## config.mk

```make
export PLATFORM = sky130hd
export DESIGN_NAME = sar_search_flat
export DESIGN_NICKNAME = d
export VERILOG_FILES = /design/src/rtl/sar_search_if.sv /design/src/rtl/sar_search.sv /design/src/flat_wrapper.sv
export SDC_FILE = /design/constraint.sdc
export NUM_CORES = 1
export LEC_CHECK = 0
export CAP_MARGIN = 20
export CORE_MARGIN = 4
export CORE_UTILIZATION = 58
export CTS_CLUSTER_DIAMETER = 100
export DETAILED_ROUTE_END_ITERATION = 16
export DONT_BUFFER_PORTS = 1
export HOLD_SLACK_MARGIN = 0.03
export PLACE_DENSITY_LB_ADDON = 0.25
export SKIP_CTS_REPAIR_TIMING = 1
export SLEW_MARGIN = 15
export SYNTH_ARGS = -nofsm -noshare
export SYNTH_HDL_FRONTEND = slang
export SYNTH_SLANG_ARGS = --single-unit
```

## constraint.sdc

```tcl
create_clock -name clk -period 2.1 [get_ports clk]
set_clock_uncertainty 0.2 [all_clocks]
set_input_delay 0.21 -clock clk [delete_from_list [all_inputs] [get_ports clk]]
set_output_delay 0.21 -clock clk [all_outputs]
set_load 0.01 [all_outputs]
```

## src/rtl/sar_search_if.sv

```systemverilog
// rtl/sar_search_if.sv - handshake and comparator bundle for the SAR search controller
interface sar_search_if #(
  parameter int N = 4
);
  logic         start;
  logic         abort;
  logic         cmp_hi;
  logic [N-1:0] trial;
  logic         busy;
  logic         done;
  logic [N-1:0] result;

  // Requester side: issues start/abort, closes the comparator loop, observes results
  modport master (
    output start,
    output abort,
    output cmp_hi,
    input  trial,
    input  busy,
    input  done,
    input  result
  );

  // Controller side
  modport slave (
    input  start,
    input  abort,
    input  cmp_hi,
    output trial,
    output busy,
    output done,
    output result
  );
endinterface

```

## src/rtl/sar_search.sv

```systemverilog
// rtl/sar_search.sv - successive-approximation search controller, one bit per SETTLE cycles, MSB first
module sar_search #(
  parameter int N      = 4,
  parameter int SETTLE = 1
) (
  input  logic        clk,
  input  logic        rst_n,
  sar_search_if.slave bus
);

  localparam int IW = (N > 1) ? $clog2(N) : 1;
  localparam int CW = (SETTLE > 1) ? $clog2(SETTLE) : 1;

  localparam logic [IW-1:0] IDX_TOP = IW'(N - 1);
  localparam logic [CW-1:0] CNT_TOP = CW'(SETTLE - 1);
  localparam logic [N-1:0]  MSB_ONE = N'(1) << (N - 1);

  typedef enum logic {
    S_IDLE = 1'b0,
    S_STEP = 1'b1
  } state_t;

  state_t        r_state;
  logic [IW-1:0] r_idx;
  logic [CW-1:0] r_cnt;
  logic [N-1:0]  r_acc;
  logic [N-1:0]  r_trial;
  logic          r_busy;
  logic          r_done;
  logic [N-1:0]  r_result;

  state_t        w_state_nxt;
  logic [IW-1:0] w_idx_nxt;
  logic [CW-1:0] w_cnt_nxt;
  logic [N-1:0]  w_acc_nxt;
  logic [N-1:0]  w_trial_nxt;
  logic          w_busy_nxt;
  logic          w_done_nxt;
  logic [N-1:0]  w_result_nxt;

  // Code after committing the current bit; the bit under test is 0 in r_acc, lower bits stay 0
  logic [N-1:0]  w_acc_dec;
  logic [IW-1:0] w_idx_dec;

  // Next-state and next-output logic; abort outranks a decision edge in the same cycle
  always_comb begin
    w_state_nxt  = r_state;
    w_idx_nxt    = r_idx;
    w_cnt_nxt    = r_cnt;
    w_acc_nxt    = r_acc;
    w_trial_nxt  = r_trial;
    w_busy_nxt   = r_busy;
    w_done_nxt   = 1'b0;
    w_result_nxt = r_result;

    w_acc_dec        = r_acc;
    w_acc_dec[r_idx] = ~bus.cmp_hi;
    w_idx_dec        = r_idx - IW'(1);

    unique case (r_state)
      S_IDLE: begin
        if (bus.start) begin
          w_state_nxt = S_STEP;
          w_idx_nxt   = IDX_TOP;
          w_cnt_nxt   = '0;
          w_acc_nxt   = '0;
          w_trial_nxt = MSB_ONE;
          w_busy_nxt  = 1'b1;
        end else begin
          w_trial_nxt = '0;
          w_busy_nxt  = 1'b0;
        end
      end
      S_STEP: begin
        if (bus.abort) begin
          w_state_nxt = S_IDLE;
          w_trial_nxt = '0;
          w_busy_nxt  = 1'b0;
        end else if (r_cnt != CNT_TOP) begin
          w_cnt_nxt = r_cnt + CW'(1);
        end else if (r_idx != '0) begin
          w_acc_nxt   = w_acc_dec;
          w_idx_nxt   = w_idx_dec;
          w_cnt_nxt   = '0;
          w_trial_nxt = w_acc_dec | (N'(1) << w_idx_dec);
        end else begin
          w_acc_nxt    = w_acc_dec;
          w_result_nxt = w_acc_dec;
          w_done_nxt   = 1'b1;
          w_state_nxt  = S_IDLE;
          w_trial_nxt  = '0;
          w_busy_nxt   = 1'b0;
        end
      end
      default: begin
        w_state_nxt = S_IDLE;
        w_trial_nxt = '0;
        w_busy_nxt  = 1'b0;
      end
    endcase
  end

  // State and output registers; reset clears a search in flight without a done pulse
  always_ff @(posedge clk or negedge rst_n) begin
    if (!rst_n) begin
      r_state  <= S_IDLE;
      r_idx    <= IDX_TOP;
      r_cnt    <= '0;
      r_acc    <= '0;
      r_trial  <= '0;
      r_busy   <= 1'b0;
      r_done   <= 1'b0;
      r_result <= '0;
    end else begin
      r_state  <= w_state_nxt;
      r_idx    <= w_idx_nxt;
      r_cnt    <= w_cnt_nxt;
      r_acc    <= w_acc_nxt;
      r_trial  <= w_trial_nxt;
      r_busy   <= w_busy_nxt;
      r_done   <= w_done_nxt;
      r_result <= w_result_nxt;
    end
  end

  assign bus.trial  = r_trial;
  assign bus.busy   = r_busy;
  assign bus.done   = r_done;
  assign bus.result = r_result;

endmodule

```

## src/flat_wrapper.sv

```systemverilog
// flat-port wrapper written by rule: the top's interface ports become plain ports
module sar_search_flat 
#(
  parameter int N      = 4,
  parameter int SETTLE = 1
)
  (clk, rst_n, bus_start, bus_abort, bus_cmp_hi, bus_trial, bus_busy, bus_done, bus_result);
  sar_search_if #(.N(N)) bus_i ();
  input  logic clk;
  input  logic rst_n;
  input wire logic [$bits(bus_i.start)-1:0] bus_start;
  input wire logic [$bits(bus_i.abort)-1:0] bus_abort;
  input wire logic [$bits(bus_i.cmp_hi)-1:0] bus_cmp_hi;
  output wire logic [$bits(bus_i.trial)-1:0] bus_trial;
  output wire logic [$bits(bus_i.busy)-1:0] bus_busy;
  output wire logic [$bits(bus_i.done)-1:0] bus_done;
  output wire logic [$bits(bus_i.result)-1:0] bus_result;
  assign bus_i.start = bus_start;
  assign bus_i.abort = bus_abort;
  assign bus_i.cmp_hi = bus_cmp_hi;
  assign bus_trial = bus_i.trial;
  assign bus_busy = bus_i.busy;
  assign bus_done = bus_i.done;
  assign bus_result = bus_i.result;
  sar_search #(.N(N), .SETTLE(SETTLE)) u_core (.clk(clk), .rst_n(rst_n), .bus(bus_i));
endmodule
```

== After elaboration in Yosys (flattened, before gate mapping) ==
Cells that the tools add are included.
Widths: inputs -> output; s select.

* $add $sub $neg: 2
* Magnitude comparators: 2
* Equality and inequality tests: 6
* Shift operators: 1
* Mux-type cells: 34
* Bitwise logic cells: 6
* Reductions and logical operators: 7

{| class="wikitable"
|+ Operators with widths
! operator !! number
|-
| $mux 4 || 7
|-
| $pmux 4 s2 || 2
|-
| $mux 1 || 15
|-
| $mux 2 || 4
|-
| $ne 2x2->1 const B || 4
|-
| $reduce_and 4->1 || 2
|-
| $ne 3x3->1 const B || 2
|-
| $pmux 1 s2 || 3
|-
| $not 1->1 || 5
|-
| $bwmux 4 || 1
|-
| $or 4x4->4 || 1
|-
| $pmux 2 s2 || 1
|-
| $reduce_and 2->1 || 2
|-
| $shl 1x2->4 const A || 1
|-
| $lt 2x3->1 const B || 1
|-
| $reduce_and 3->1 || 1
|-
| $demux 1 s2 || 1
|-
| $ge 2x1->1 const B || 1
|-
| $reduce_bool 2->1 || 1
|-
| $sub 2x1->2 const B || 1
|-
| $add 1x1->1 const B || 1
|-
| $logic_and 1x1->1 || 1
|}

* Bits in registers: 18
* Output and inout bits: 10
* Word-level logic and storage cells: 66

== Longest topological paths before layout ==
Gate-level depths: netlist (run 1).

* Word-level depth: 10
* Gate-level depth with buffers: 5
* Depth with buffers taken out: 5

== Worst setup path before layout (run 1) ==
OpenSTA, ideal clock, no wires.

* Path type: register to register
* Start point: reg u_core.r_idx[0]
* End point: reg u_core.r_result[2], in the netlist u_core.bus.result[2]
* Library setup time: 125 ps
* Arrival: 1340 ps
* Required time: 1775 ps
* Setup slack: 435 ps
* Stages on the path, launching flop included: 6
* Cell sequence: dfstp_2 > inv_1 > ha_1 > nand3b_4 > inv_2 > mux2_4

* Cells in the longest elaborated chain, start to end: 5
* Elaborated cells between the ends (all ways): 9
* Those cells by class: order compare: 2; mux: 3; bitwise: 1; reduce/logical: 3

{| class="wikitable"
|+ RTL lines
! element !! RTL line !! RTL
|-
| start: declaration || sar_search.sv:24 || <nowiki>logic [IW-1:0] r_idx;</nowiki>
|-
| start signal: assignment || sar_search.sv:116 || <nowiki>r_idx <= w_idx_nxt;</nowiki>
|-
| $lt 2x3->1 (not written as such) / $ge 2x1->1 (equally long branches) || sar_search.sv:57 || <nowiki>w_acc_dec[r_idx] = ~bus.cmp_hi;</nowiki>
|-
| $logic_and 1x1->1 (not written as such) || sar_search.sv:57 ||
|-
| $mux 1 (not written as such) || sar_search.sv:57 ||
|-
| $demux 1 s2 || -- ||
|-
| $bwmux 4 || sar_search.sv:57 ||
|-
| end signal: assignment || sar_search.sv:122 || <nowiki>r_result <= w_result_nxt;</nowiki>
|-
| end: declaration || sar_search.sv:30 || <nowiki>logic [N-1:0] r_result;</nowiki>
|}

Several ways; a longest one is shown, not always the timed one.
A chain may end at the register's enable or synchronous reset.

== Final worst setup path (run 1) ==
Ends and elaborated chain as after synthesis.

==> results of run 1 <==
==> cells by family (layout without fill, tap and decap cells) <==
| logic type | after synthesis | after routing | synth area share (%) |
|---|---|---|---|
| buffers and inverters | 5 | 13 | 2.361 |
| and+or+nand+nor | 27 | 27 | 20.16 |
| muxes | 6 | 6 | 8.189 |
| adders and majority gates | 4 | 4 | 6.299 |
| AOI/OAI and AO/OA | 14 | 14 | 9.134 |
| DFF | 17 | 17 | 53.86 |
==> state kept, by name, summed over array words and instances (netlist names) <==
name,flops
u_core.bus.result,4
u_core.bus.trial,4
u_core.r_acc,4
u_core.r_idx,2
u_core.bus.busy,1
u_core.bus.done,1
u_core.r_state,1
==> how the worst min path moves through the flow <==
stage | from | endpoint | slack (ns) | depth (start not counted)
2_1_floorplan | rst_n | u_core.bus.busy$_DFFE_PN0P_ | -0.29 | 0
3_3_place_gp | rst_n | u_core.bus.result[0]$_DFFE_PN0P_ | -0.29 | 0
6_report | bus_cmp_hi | u_core.bus.result[1]$_DFFE_PN0P_ | 0.002 | 3
5_1_grt | bus_cmp_hi | u_core.bus.trial[1]$_DFF_PN0_ | 0.03 | 3
3_5_place_dp | rst_n | u_core.bus.result[0]$_DFFE_PN0P_ | -0.29 | 0
4_1_cts | rst_n | u_core.r_acc[3]$_DFFE_PN0P_ | -0.60 | 0
==> metrics by stage <==
step | worst slack [ns] | power [mW]
floorplan | 0.4346 | 0.7360
global placement | 0.3985 | 0.7944
detailed placement | 0.3514 | 0.8063
CTS | 0.3345 | 0.9757
global route | 0.2279 | 1.060
finish | 0.3322 | 0.9844
==> worst reg2reg max path, cell delays in order (launching register included) <==
cell,delay (ns)
dfstp_2,0.60
inv_1,0.09
ha_1,0.28
nand3b_4,0.15
inv_2,0.06
mux2_4,0.29
==> cell type report <==
| class | count | share of cell area, % |
|---|---|---|
| clock buffer | 4 | 2.987 |
| multi-input combinational | 51 | 39.54 |
| tap | 15 | 2.134 |
| sequential | 17 | 48.65 |
| inverter | 5 | 2.134 |
| timing repair buffer | 4 | 4.552 |
==> power by group <==
part / internal, mW / switching [mW] / total [mW]
sequential: 0.432 / 0.113 / 0.544
clock: 0.0739 / 0.0962 / 0.170
combinational: 0.124 / 0.146 / 0.270
total: 0.629 / 0.355 / 0.984
==> cell usage after synthesis <==
library cell  instances  area share [%]
nand2b_1              3             2.4
nand3_1               2             1.3
nand3b_4              1             2.5
dfstp_2               2             6.6
nor2b_1               1            0.79
a21oi_1               3             1.9
mux2_4                1             1.9
nor3_1                3             1.9
inv_2                 1            0.47
dfrtp_1              15              47
inv_1                 4             1.9
nor2_1                2            0.95
nor3b_4               1             2.4
o21a_1                1            0.95
and2b_1               3             2.8
mux2i_1               5             6.3
nand2_1              11             5.2
ha_1                  4             6.3
o21ai_0              10             6.3
==> layer usage <==
layer,wire length [um],up-vias,global-route usage [%]
met2,710,18,27.97
li1,-,266,-
met1,609,254,19.38
met4,29,0,8.772
met5,0,-,0
met3,93,5,6.375
==> results.yml, run 1 <==
die:
  fp.dieW_um: 45.01
  die_h_um: 45.01
  die_area_mm2: 0.002026
  coreArea_mm2: 0.001301
  fp-row-count: 13
  start_util_pct: 61.06
  pin_count: 15
global_route:
  grt_pass1_wl_mm: 2.394
  grt.overflow.total: 0
  grt_max_degree: 18
  grt_use_total_pct: 17.11
  antenna_found_initial: 0
  grt_pass1_vias: 528
finish:
  layout.nets: 91
  design_area_um2: 879.6
  register_area_um2: 427.9
  final_cells: 96
  drive_above_1_share_pct: 11.11
  diodes: 0
  utilization_pct: 67.60
  final_common_cell: "dfrtp_1"
  layout_common_cells: "dfrtp_1, nand2_1, o21ai_0, mux2i_1"
  multi_input_area_um2: 347.8
  fill_cells: 96
  syn_to_final_growth_pct: 10.71
run:
  maxCapViolCount: 0
min_path:
  min_path_type: "primary input to flip-flop"
clock_tree:
  cts_sinks: 17
  cts_buffer_depth: 2
  numCtsBuffers: 3
  clk_pin_slew_worst_paths_ns: 0.09
  clkLatencyLatePin_ns: 0.29
  cts_tree: "built"
  h-tree-depth: 1
  root_buffer: "clkbuf_4"
route:
  vias: 543
  first_iter_violations: 10
  drt-total-wl_mm: 1.443
  via_per_inst: 5.656
  dr.pass1.iters: 4
  antenna_left: 0
  post_drt_wl_per_cell_um: 15.03
  drc_errors: 0
sta:
  rsz0062_at_grt: "no"
  min_period_ns: 1.768
  hold_violations: 0
  finalCritPeriodShare_pct: 84.18
  setup_viol: 0
  clock.fmax_mhz: 565.7
  slew_viol_final: 0
  slew_headroom_pct: 51.24
  tightestPinTransition_ns: 0.7290
  holdWs_ns: 0.002389
  finalSetupTns_ns: 0
critical_path:
  crit_arrival_ns: 1.75
  critPathBufInv: 2
  end_kind: "flip-flop"
  path_cells: "inv_1, ha_1, nand3b_4, inv_2, mux2_4"
  cpPeakStageDelay_ns: 0.60
  crit_family: "flip-flops"
  cp-endpoint: "u_core.bus.result[2]$_DFFE_PN0P_"
  worst_setup_path_start_kind: "flip-flop"
  ff2ff_setup_slack_ns: 0.33
  reg2reg_from: "u_core.r_idx[0]$_DFFE_PN1P_"
  crit_slowest_cell: "dfstp_2"
  path_depth: 5
  rr_endpoint: "u_core.bus.result[2]$_DFFE_PN0P_"
  crit_fanout: 9
  r2r.worst_path.cells: 5
  worstSetupPathType: "flip-flop to flip-flop"
  cp-startpoint: "u_core.r_idx[0]$_DFFE_PN1P_"
  cp_data_required_time_ns: 2.08
placed_design:
  dp_cells: 88
  place_area_um2: 813.3
  place_hpwl_mm: 1.060
  portBuffers: 0
  place.gp.congestion: 0.7788
pwr:
  p_leak_nw: 0.4519
  power.density_mw_per_mm2: 1119
  ir_drop_uv: 535.2
run_status:
  outcome: "finished clean"
yosys:
  ys_seq_area_share_pct: 53.86
  syn-mean-instance-area_um2: 10.88
  netlist_instances: 73
  synthDistinctLibCells: 19
  synth_nets: 82
  yosys_register_bits: 17
  syn_area_um2: 794.5
  yosys_warnings: 0
Note: power is estimated with default switching activity, not from simulation.
==> run 2: changes to the inputs <==
Settings changed: CORE_UTILIZATION 58 to 53.
Clock period 2.1 ns to 1.5 ns, I/O delays scaled along.
==> run 2 against run 1 <==
  * The run now ends with negative hold slack, negative setup slack left
  * Worst hold slack got worse by 0.29 ns
  * Clock power up 45%
  * Critical path type unchanged
  * Power up 59%
  * First-iteration DRC count rose by 40%
==> results.yml, run 2 (same netlist as run 1, synthesis figures left out) <==
run_status:
  outcome: "finished, violations left"
  violations: "negative hold slack, negative setup slack"
route:
  dr.pass1.iters: 4
  antenna_left: 0
  via_per_inst: 5.529
  first_iter_violations: 14
  drc_errors: 0
  vias: 575
  drt-total-wl_mm: 1.624
  post_drt_wl_per_cell_um: 15.62
critical_path:
  path_cells: "inv_2, ha_4, nor3b_4, nor3_1, a21oi_1"
  cp_data_required_time_ns: 1.52
  crit_slowest_cell: "dfstp_2"
  cpPeakStageDelay_ns: 0.59
  r2r.worst_path.cells: 5
  end_kind: "flip-flop"
  ff2ff_setup_slack_ns: -0.09
  rr_endpoint: "u_core.r_idx[1]$_DFFE_PN1P_"
  crit_fanout: 6
  worstSetupPathType: "flip-flop to flip-flop"
  worst_setup_path_start_kind: "flip-flop"
  reg2reg_from: "u_core.r_idx[1]$_DFFE_PN1P_"
  crit_arrival_ns: 1.61
die:
  die_h_um: 46.72
  fp.dieW_um: 46.72
  pin_count: 15
  fp-row-count: 13
  coreArea_mm2: 0.001350
  start_util_pct: 58.85
  die_area_mm2: 0.002182
sta:
  finalCritPeriodShare_pct: 105.8
  slew_viol_final: 0
  setup_viol: 9
  finalSetupTns_ns: -0.5091
  clock.fmax_mhz: 630.0
  finalWorstSetupSlack_ns: -0.08736
  slew_headroom_pct: 51.38
  hold_violations: 6
  holdWs_ns: -0.2830
  min_period_ns: 1.587
  tightestPinTransition_ns: 0.7269
  rsz0062_at_grt: "yes"
global_route:
  grt.overflow.total: 0
  grt_pass1_wl_mm: 2.484
  antenna_found_initial: 0
  grt_pass1_vias: 579
  grt_max_degree: 18
  grt_use_total_pct: 16.89
clock_tree:
  h-tree-depth: 1
  clkLatencyLatePin_ns: 0.29
  clk_pin_slew_worst_paths_ns: 0.10
  cts_buffer_depth: 2
  cts_sinks: 17
  cts_tree: "built"
  numCtsBuffers: 3
  root_buffer: "clkbuf_4"
min_path:
  hold_start: "bus_cmp_hi"
  min_path_type: "primary input to flip-flop"
  holdPathStages: 1
  holdPathEnd: "u_core.r_acc[0]$_DFFE_PN0P_"
placed_design:
  place.gp.congestion: 0.7568
  portBuffers: 0
  place_hpwl_mm: 1.100
  dp_slack_ns: -0.1050
pwr:
  p_leak_nw: 0.4860
  power.total_mw: 1.562
  power.density_mw_per_mm2: 1574
  ir_drop_uv: 768.7
finish:
  utilization_pct: 73.49
  drive_above_1_share_pct: 32.58
  layout_common_cells: "dfrtp_1, nand2_1, buf_4, dlygate4sd3_1"
  layout.nets: 99
  final_common_cell: "dfrtp_1"
  fill_cells: 91
  syn_to_final_growth_pct: 24.88
  diodes: 0
run:
  maxCapViolCount: 0
[run 2: layout make-up]
cell class                 instances  area, um^2  area share (%)
tap                               15       18.77           1.892
clock buffer                       4       26.28           2.648
timing repair buffer              12       106.4           10.72
sequential                        17       427.9           43.13
inverter                           5       18.77           1.892
multi-input combinational         51       394.1           39.72
[run 2: per-layer routing]
layer	global-route usage [%]	wire, um
met1	19.81	694
met2	27.20	803
met4	11.60	64
met5	0	0
met3	3.906	62
[run 2: critical path: cells and delay by family, from the launching register on]
kind,cells,cell delay [ns]
adder cells (fa/ha/maj),1,0.18
AO/OA/AOI/OAI,1,0.13
buffers and inverters,1,0.07
flip-flops,1,0.59
AND/OR/NAND/NOR,2,0.35
[run 2: through the flow]
| stage | hold WS, ns | instance area, um^2 | instances |
|---|---|---|---|
| after floorplan | -0.3456 | 807.0 | 73 |
| after global placement | -0.3452 | 870.8 | 94 |
| after detailed placement | -0.3452 | 870.8 | 94 |
| after CTS | -0.6650 | 897.1 | 98 |
| after global routing | -0.2926 | 992.2 | 104 |
| final | -0.2830 | 992.2 | 104 |
[run 2: worst max-delay path by stage]
| stage | startpoint | to | slack [ns] | cells after the start |
|---|---|---|---|---|
| after floorplan | u_core.r_idx[0]$_DFFE_PN1P_ | u_core.bus.result[2]$_DFFE_PN0P_ | -0.05 | 5 |
| after global placement | u_core.r_idx[0]$_DFFE_PN1P_ | u_core.bus.result[2]$_DFFE_PN0P_ | -0.06 | 5 |
| after detailed placement | u_core.r_idx[0]$_DFFE_PN1P_ | u_core.r_acc[2]$_DFFE_PN0P_ | -0.11 | 5 |
| after CTS | u_core.r_idx[0]$_DFFE_PN1P_ | u_core.r_acc[2]$_DFFE_PN0P_ | -0.13 | 5 |
| after global routing | u_core.r_idx[1]$_DFFE_PN1P_ | u_core.r_idx[0]$_DFFE_PN1P_ | -0.15 | 5 |
| final | u_core.r_idx[1]$_DFFE_PN1P_ | u_core.r_idx[1]$_DFFE_PN1P_ | -0.09 | 5 |
[run 2: power by group]
group	internal, mW	switching, mW
combinational	0.291	0.265
sequential	0.604	0.156
clock	0.104	0.142
